$ cat config.mk
export PLATFORM = sky130hd
export DESIGN_NAME = mem_commit_unit
export DESIGN_NICKNAME = d
export VERILOG_FILES = /design/src/rtl/rv32i_types.sv /design/src/rtl/mem_align.sv /design/src/rtl/mem_commit_unit.sv
export SDC_FILE = /design/constraint.sdc
export NUM_CORES = 1
export LEC_CHECK = 0
export CAP_MARGIN = 30
export CORE_UTILIZATION = 40
export CTS_CLUSTER_SIZE = 40
export DETAILED_ROUTE_END_ITERATION = 8
export PLACE_DENSITY = 0.87
export SLEW_MARGIN = 20
export SYNTH_ARGS = -nofsm -noshare
export SYNTH_HDL_FRONTEND = slang
export SYNTH_SLANG_ARGS = --single-unit
$ cat constraint.sdc
create_clock -name clk -period 1.8 [get_ports clk]
set_clock_uncertainty 0.1 [all_clocks]
set_input_delay 0.36 -clock clk [delete_from_list [all_inputs] [get_ports clk]]
set_output_delay 0.36 -clock clk [all_outputs]
set_load 0.1 [all_outputs]
$ cat src/rtl/rv32i_types.sv
// Shared rv32i type definitions: load/store funct3 encodings and the memory commit FSM states.
package rv32i_types;

  typedef enum logic [2:0] {
    lb  = 3'b000,
    lh  = 3'b001,
    lw  = 3'b010,
    lbu = 3'b100,
    lhu = 3'b101
  } load_funct3_t;

  typedef enum logic [2:0] {
    sb = 3'b000,
    sh = 3'b001,
    sw = 3'b010
  } store_funct3_t;

  typedef enum logic [1:0] {
    IDLE   = 2'b00,
    ACCESS = 2'b01,
    DONE   = 2'b10
  } mem_fsm_t;

  // funct3[1:0] encodes access size for both loads and stores: 00 byte, 01 half, 10 word.
  function automatic logic is_misaligned(input logic [2:0] f3, input logic [1:0] addr_lo);
    case (f3[1:0])
      2'b01:   is_misaligned = addr_lo[0];
      2'b10:   is_misaligned = (addr_lo != 2'b00);
      default: is_misaligned = 1'b0;
    endcase
  endfunction

endpackage

$ cat src/rtl/mem_align.sv
// Combinational lane alignment: store data replication, byte enables and load extraction.
module mem_align
  import rv32i_types::*;
(
  input  logic [2:0]  funct3,
  input  logic [1:0]  addr_lo,
  input  logic [31:0] st_data,
  input  logic [31:0] rdata,
  output logic [31:0] wdata,
  output logic [3:0]  st_mbe,
  output logic [31:0] ld_data
);

  logic [7:0]  ld_byte;
  logic [15:0] ld_half;

  always_comb begin
    wdata  = st_data;
    st_mbe = 4'b1111;
    case (funct3)
      sb: begin
        wdata  = {4{st_data[7:0]}};
        st_mbe = 4'b0001 << addr_lo;
      end
      sh: begin
        wdata  = {2{st_data[15:0]}};
        st_mbe = addr_lo[1] ? 4'b1100 : 4'b0011;
      end
      default: begin
        wdata  = st_data;
        st_mbe = 4'b1111;
      end
    endcase
  end

  always_comb begin
    ld_byte = rdata[7:0];
    case (addr_lo)
      2'b00: ld_byte = rdata[7:0];
      2'b01: ld_byte = rdata[15:8];
      2'b10: ld_byte = rdata[23:16];
      2'b11: ld_byte = rdata[31:24];
      default: ld_byte = rdata[7:0];
    endcase
    ld_half = addr_lo[1] ? rdata[31:16] : rdata[15:0];

    ld_data = rdata;
    case (funct3)
      lb:      ld_data = {{24{ld_byte[7]}}, ld_byte};
      lh:      ld_data = {{16{ld_half[15]}}, ld_half};
      lw:      ld_data = rdata;
      lbu:     ld_data = {24'h0, ld_byte};
      lhu:     ld_data = {16'h0, ld_half};
      default: ld_data = rdata;
    endcase
  end

endmodule

$ cat src/rtl/mem_commit_unit.sv
// Commits the ROB head load/store to the d-cache as a single IDLE->ACCESS->DONE transaction.
// Optional MEM_TIMEOUT_EN bounds the ACCESS wait to TIMEOUT_CYCLES and reports timeout_err.
module mem_commit_unit
  import rv32i_types::*;
#(
  parameter int unsigned TIMEOUT_CYCLES = 255
) (
  input  logic        clk,
  input  logic        rst,
  input  logic        data_read,
  input  logic        data_write,
  input  logic [2:0]  funct3,
  input  logic [31:0] addr,
  input  logic [31:0] st_data,
  output logic        data_mem_resp,
  output logic [31:0] ld_data,
  output logic        dmem_read,
  output logic        dmem_write,
  output logic [31:0] dmem_address,
  output logic [31:0] dmem_wdata,
  output logic [3:0]  dmem_mbe,
  input  logic [31:0] dmem_rdata,
  input  logic        dmem_resp,
  output logic        busy,
  output logic        misalign_err,
  output logic        timeout_err
);

  mem_fsm_t    state_q, state_d;
  logic [31:0] addr_q, addr_d;
  logic [2:0]  funct3_q, funct3_d;
  logic [31:0] st_data_q, st_data_d;
  logic        is_read_q, is_read_d;
  logic [31:0] ld_data_q, ld_data_d;
  logic        misalign_q, misalign_d;

  logic [31:0] align_wdata;
  logic [3:0]  align_mbe;
  logic [31:0] align_ld;

  mem_align u_mem_align (
    .funct3  (funct3_q),
    .addr_lo (addr_q[1:0]),
    .st_data (st_data_q),
    .rdata   (dmem_rdata),
    .wdata   (align_wdata),
    .st_mbe  (align_mbe),
    .ld_data (align_ld)
  );

`ifdef MEM_TIMEOUT_EN
  logic [31:0] cnt_q, cnt_d;
  logic        timeout_q, timeout_d;
`else
  logic unused_timeout_cfg;
  assign unused_timeout_cfg = ^TIMEOUT_CYCLES;
`endif

  always_comb begin
    state_d    = state_q;
    addr_d     = addr_q;
    funct3_d   = funct3_q;
    st_data_d  = st_data_q;
    is_read_d  = is_read_q;
    ld_data_d  = ld_data_q;
    misalign_d = misalign_q;
`ifdef MEM_TIMEOUT_EN
    cnt_d      = cnt_q;
    timeout_d  = timeout_q;
`endif
    case (state_q)
      IDLE: begin
        if (data_read || data_write) begin
          addr_d     = addr;
          funct3_d   = funct3;
          st_data_d  = st_data;
          is_read_d  = data_read;
          ld_data_d  = '0;
          misalign_d = is_misaligned(funct3, addr[1:0]);
          // Misaligned ops skip the cache entirely and report straight from DONE.
          state_d    = misalign_d ? DONE : ACCESS;
`ifdef MEM_TIMEOUT_EN
          cnt_d      = '0;
          timeout_d  = 1'b0;
`endif
        end
      end
      ACCESS: begin
        if (dmem_resp) begin
          ld_data_d = is_read_q ? align_ld : '0;
          state_d   = DONE;
        end
`ifdef MEM_TIMEOUT_EN
        else if (cnt_q + 32'd1 >= TIMEOUT_CYCLES) begin
          ld_data_d = '0;
          timeout_d = 1'b1;
          state_d   = DONE;
        end else begin
          cnt_d = cnt_q + 32'd1;
        end
`endif
      end
      // The ROB head advances on the DONE edge, so the still-high request is stale.
      DONE:    state_d = IDLE;
      default: state_d = IDLE;
    endcase
  end

  always_ff @(posedge clk or negedge rst) begin
    if (!rst) begin
      state_q    <= IDLE;
      addr_q     <= '0;
      funct3_q   <= '0;
      st_data_q  <= '0;
      is_read_q  <= 1'b0;
      ld_data_q  <= '0;
      misalign_q <= 1'b0;
`ifdef MEM_TIMEOUT_EN
      cnt_q      <= '0;
      timeout_q  <= 1'b0;
`endif
    end else begin
      state_q    <= state_d;
      addr_q     <= addr_d;
      funct3_q   <= funct3_d;
      st_data_q  <= st_data_d;
      is_read_q  <= is_read_d;
      ld_data_q  <= ld_data_d;
      misalign_q <= misalign_d;
`ifdef MEM_TIMEOUT_EN
      cnt_q      <= cnt_d;
      timeout_q  <= timeout_d;
`endif
    end
  end

  logic in_access;
  logic in_done;

  always_comb begin
    in_access     = (state_q == ACCESS);
    in_done       = (state_q == DONE);
    busy          = (state_q != IDLE);
    dmem_read     = in_access && is_read_q;
    dmem_write    = in_access && !is_read_q;
    dmem_address  = in_access ? {addr_q[31:2], 2'b00} : '0;
    dmem_wdata    = (in_access && !is_read_q) ? align_wdata : '0;
    dmem_mbe      = in_access ? (is_read_q ? 4'b1111 : align_mbe) : 4'b0000;
    data_mem_resp = in_done;
    ld_data       = in_done ? ld_data_q : '0;
    misalign_err  = in_done && misalign_q;
`ifdef MEM_TIMEOUT_EN
    timeout_err   = in_done && timeout_q;
`else
    timeout_err   = 1'b0;
`endif
  end

endmodule

==> out/qor.yml <==
cp_slowest_stage_delay_ns: 0.39
fp.dieW_um: 118.7
met3_length_um: 1957
seqPwrFrac_pct: 17.6
synth.top_cell.area_share_pct: 47.33
clock_path_buffers: 2
period_minus_slack_ns: 2.435
required_ns: 1.34
p_int_mw: 12.41
coreArea_sq_um: 13240
dieArea_sq_um: 14080
hpwl_um: 14080
drc: 0
cp_slowest_cell: "dfrtp_1"
clock_sinks: 103
worst_pin_slew_ns: 0.5945
stdcell_count: 994
cellLeakagePower_nw: 4.772
slew_viol_final: 0
grt_max_degree: 104
p_switching_mw: 11.84
period_share_pct: 135.3
utilization_pct: 84.37
cts_tree: "yes"
met2_length_um: 12600
synth_seq_cells: 103
clk_pin_slew_ns: 0.07
numCtsBuffers: 9
drt_iter0_drc: 511
finalInstanceArea_sq_um: 11170
cp-start-kind: "register"
hold_buffers: 0
antenna_found_initial: 0
synth_edf_count: 0
grt_usage_pct: 30.28
drt-total-wl_um: 24360
grt.overflow.total: 0
cp_max_fo: 6
status: "finished, violations left"
synth_top_area_cell: "dfrtp_1"
drv_cap: 0
avgSynthCellArea_sq_um: 10.87
synth-seq-area-share_pct: 47.33
finalSetupTns_ns: -59.87
clk_latency_ns: 0.35
power.total_mw: 24.25
synthesis.instances: 501
power.density_nw_per_um2: 2170
firstDrtPassIters: 7
grt_pass1_vias: 5814
synth_flop_cell: "dfrtp_1"
violations: "hold timing, setup timing"
wl_per_cell_um: 24.51
hold_path_class: "in -> async"
routabilityCongestion: 0.9083
combPwrFrac_pct: 74.2
viasPerCell: 5.756
drive_above_1_share_pct: 59.29
path_cells: "and2b_4, or2b_4, buf_4, a211oi_4, buf_12"
vias: 5721
areaGrowthSynthToFinish_pct: 105.2
rows: 42
top_layer: "met4"
yosysWarningCount: 0
place_area_sq_um: 9722
antenna_left: 0
wl_met1_um: 8592
synthTopCellsByArea: "dfrtp_1, mux2_2, and2_1"
async_flop_share_pct: 100.0
maxSlewHeadroom_pct: 60.36
cp.arrival_ns: 1.98
synth_cell_types: 48
die_y_um: 118.7
switching_share_pct: 48.83
setup-violations-final: 204
ios: 210
ir_drop_mv: 1.586
place.port_buffers: 206
htreeDepth: 3
initial_core_util_pct: 41.12
dp_cells: 916
finalWorstSetupSlack_ns: -0.6350
final_common_cell: "buf_12"
final-hold-violation-count: 26
fmax_mhz: 410.7
nets: 919
layout_common_cells: "buf_12, dfrtp_1, clkdlybuf4s50_1, mux2_2, and2_4"
antennaDiodeCount: 0
rsz0062_at_grt: "true"
root_buffer: "clkbuf_16"
worstSetupPathType: "reg -> out"
whs_ns: -0.05078
endpoint_kind: "primary output"
synthesis.area_sq_um: 5445
p_clk_share_pct: 8.1
grt_first_pass_wirelength_um: 32290
==> cells in the mapped netlist, types with 2 or more instances <==
cell type,instances
mux2_2,76
nand2b_1,10
buf_2,12
o32ai_1,6
nor3_1,3
o31ai_1,6
dfrtp_1,103
inv_1,7
and2_1,71
nor2_1,22
a21oi_1,22
nand3_1,7
o21ai_0,14
o21a_1,2
nor2b_1,2
buf_4,5
a221o_2,15
clkbuf_1,17
a32o_1,7
mux2i_1,11
ha_1,2
nand2_1,44
buf_6,5
a211oi_1,8
==> power by group through the flow <==
stage	combinational (mW)	sequential (mW)	clock, mW
2_1_floorplan	9.78	3.95	0
3_3_place_gp	14.6	4.10	0
3_5_place_dp	14.9	4.22	0
4_1_cts	16.2	4.20	1.99
5_1_grt	18.5	4.39	2.10
6_report	18.0	4.27	1.98
==> sequential cells by signal, indices dropped and copies added, names as in the netlist <==
| register | cells |
|---|---|
| ld_data_q | 32 |
| is_read_q | 1 |
| st_data_q | 32 |
| misalign_q | 1 |
| addr_q | 32 |
| funct3_q | 3 |
| state_q | 2 |
==> critical path: cells and delay by family, from the launching register on <==
kind                   cells  cell delay, ns
AOI/OAI and AO/OA          1            0.22
buffers and inverters      2            0.39
DFF                        1            0.39
and+or+nand+nor            2            0.60
==> metal layers <==
layer | global-route usage (%) | vias to the layer above
li1 | - | 2394
met1 | 32.68 | 2847
met2 | 54.75 | 367
met3 | 7.481 | 113
met4 | 15.11 | 0
met5 | 0 | -
==> final cells by class <==
cell class / count / area [sq um]
repair buffers: 333 / 4638
multi-input cells: 359 / 3410
flip-flops and latches: 103 / 2579
fillers: 620 / 2069
clock buffers: 14 / 284.0
well taps: 176 / 220.2
inverters: 7 / 30.03
clock inverters: 2 / 12.51
==> through the flow <==
step	setup slack [ns]	hold slack, ns
finish	-0.6350	-0.05078
global route	-0.6696	0.01271
CTS	-0.6066	0.007333
detailed placement	-0.5146	0.3650
global placement	-0.3733	0.3623
floorplan	-0.8007	-0.03559
==> cells by family (layout without fill, tap and decap cells) <==
kind of cell               after synthesis  in the layout  synth area share (%)
AOI/OAI and AO/OA                       88             92                 12.43
and+or+nand+nor                        173            174                 17.21
DFF                                    103            103                 47.33
other                                    1              3               0.06887
adders and majority gates                2              2                0.4595
muxes                                   88             88                 18.01
buffers and inverters                   46            356                 4.481
==> repair_timing <==
action / in CTS / in global routing
gates resized for setup: 43 / 63
endpoints found under the setup margin: 127 / 199
pin swaps: 36 / 43
cloned: 6 / 16
setup buffers: 23 / 22
==> final timing paths <==
kind / start / end / slack, ns / cells after the start
setup / recovery: state_q[1] / dmem_wdata[26] / -0.64 / 5
hold / removal: rst / ld_data_q[13] / -0.05 / 2
setup reg to reg: state_q[1] / ld_data_q[18] / -0.22 / 9
hold reg to reg: ld_data_q[11] / ld_data_q[11] / 0.40 / 1
max in group asynchronous: rst / addr_q[1] / 1.19 / 2
min in group clk: ld_data_q[11] / ld_data_q[11] / 0.40 / 1
(Power assumes the default switching activity.)
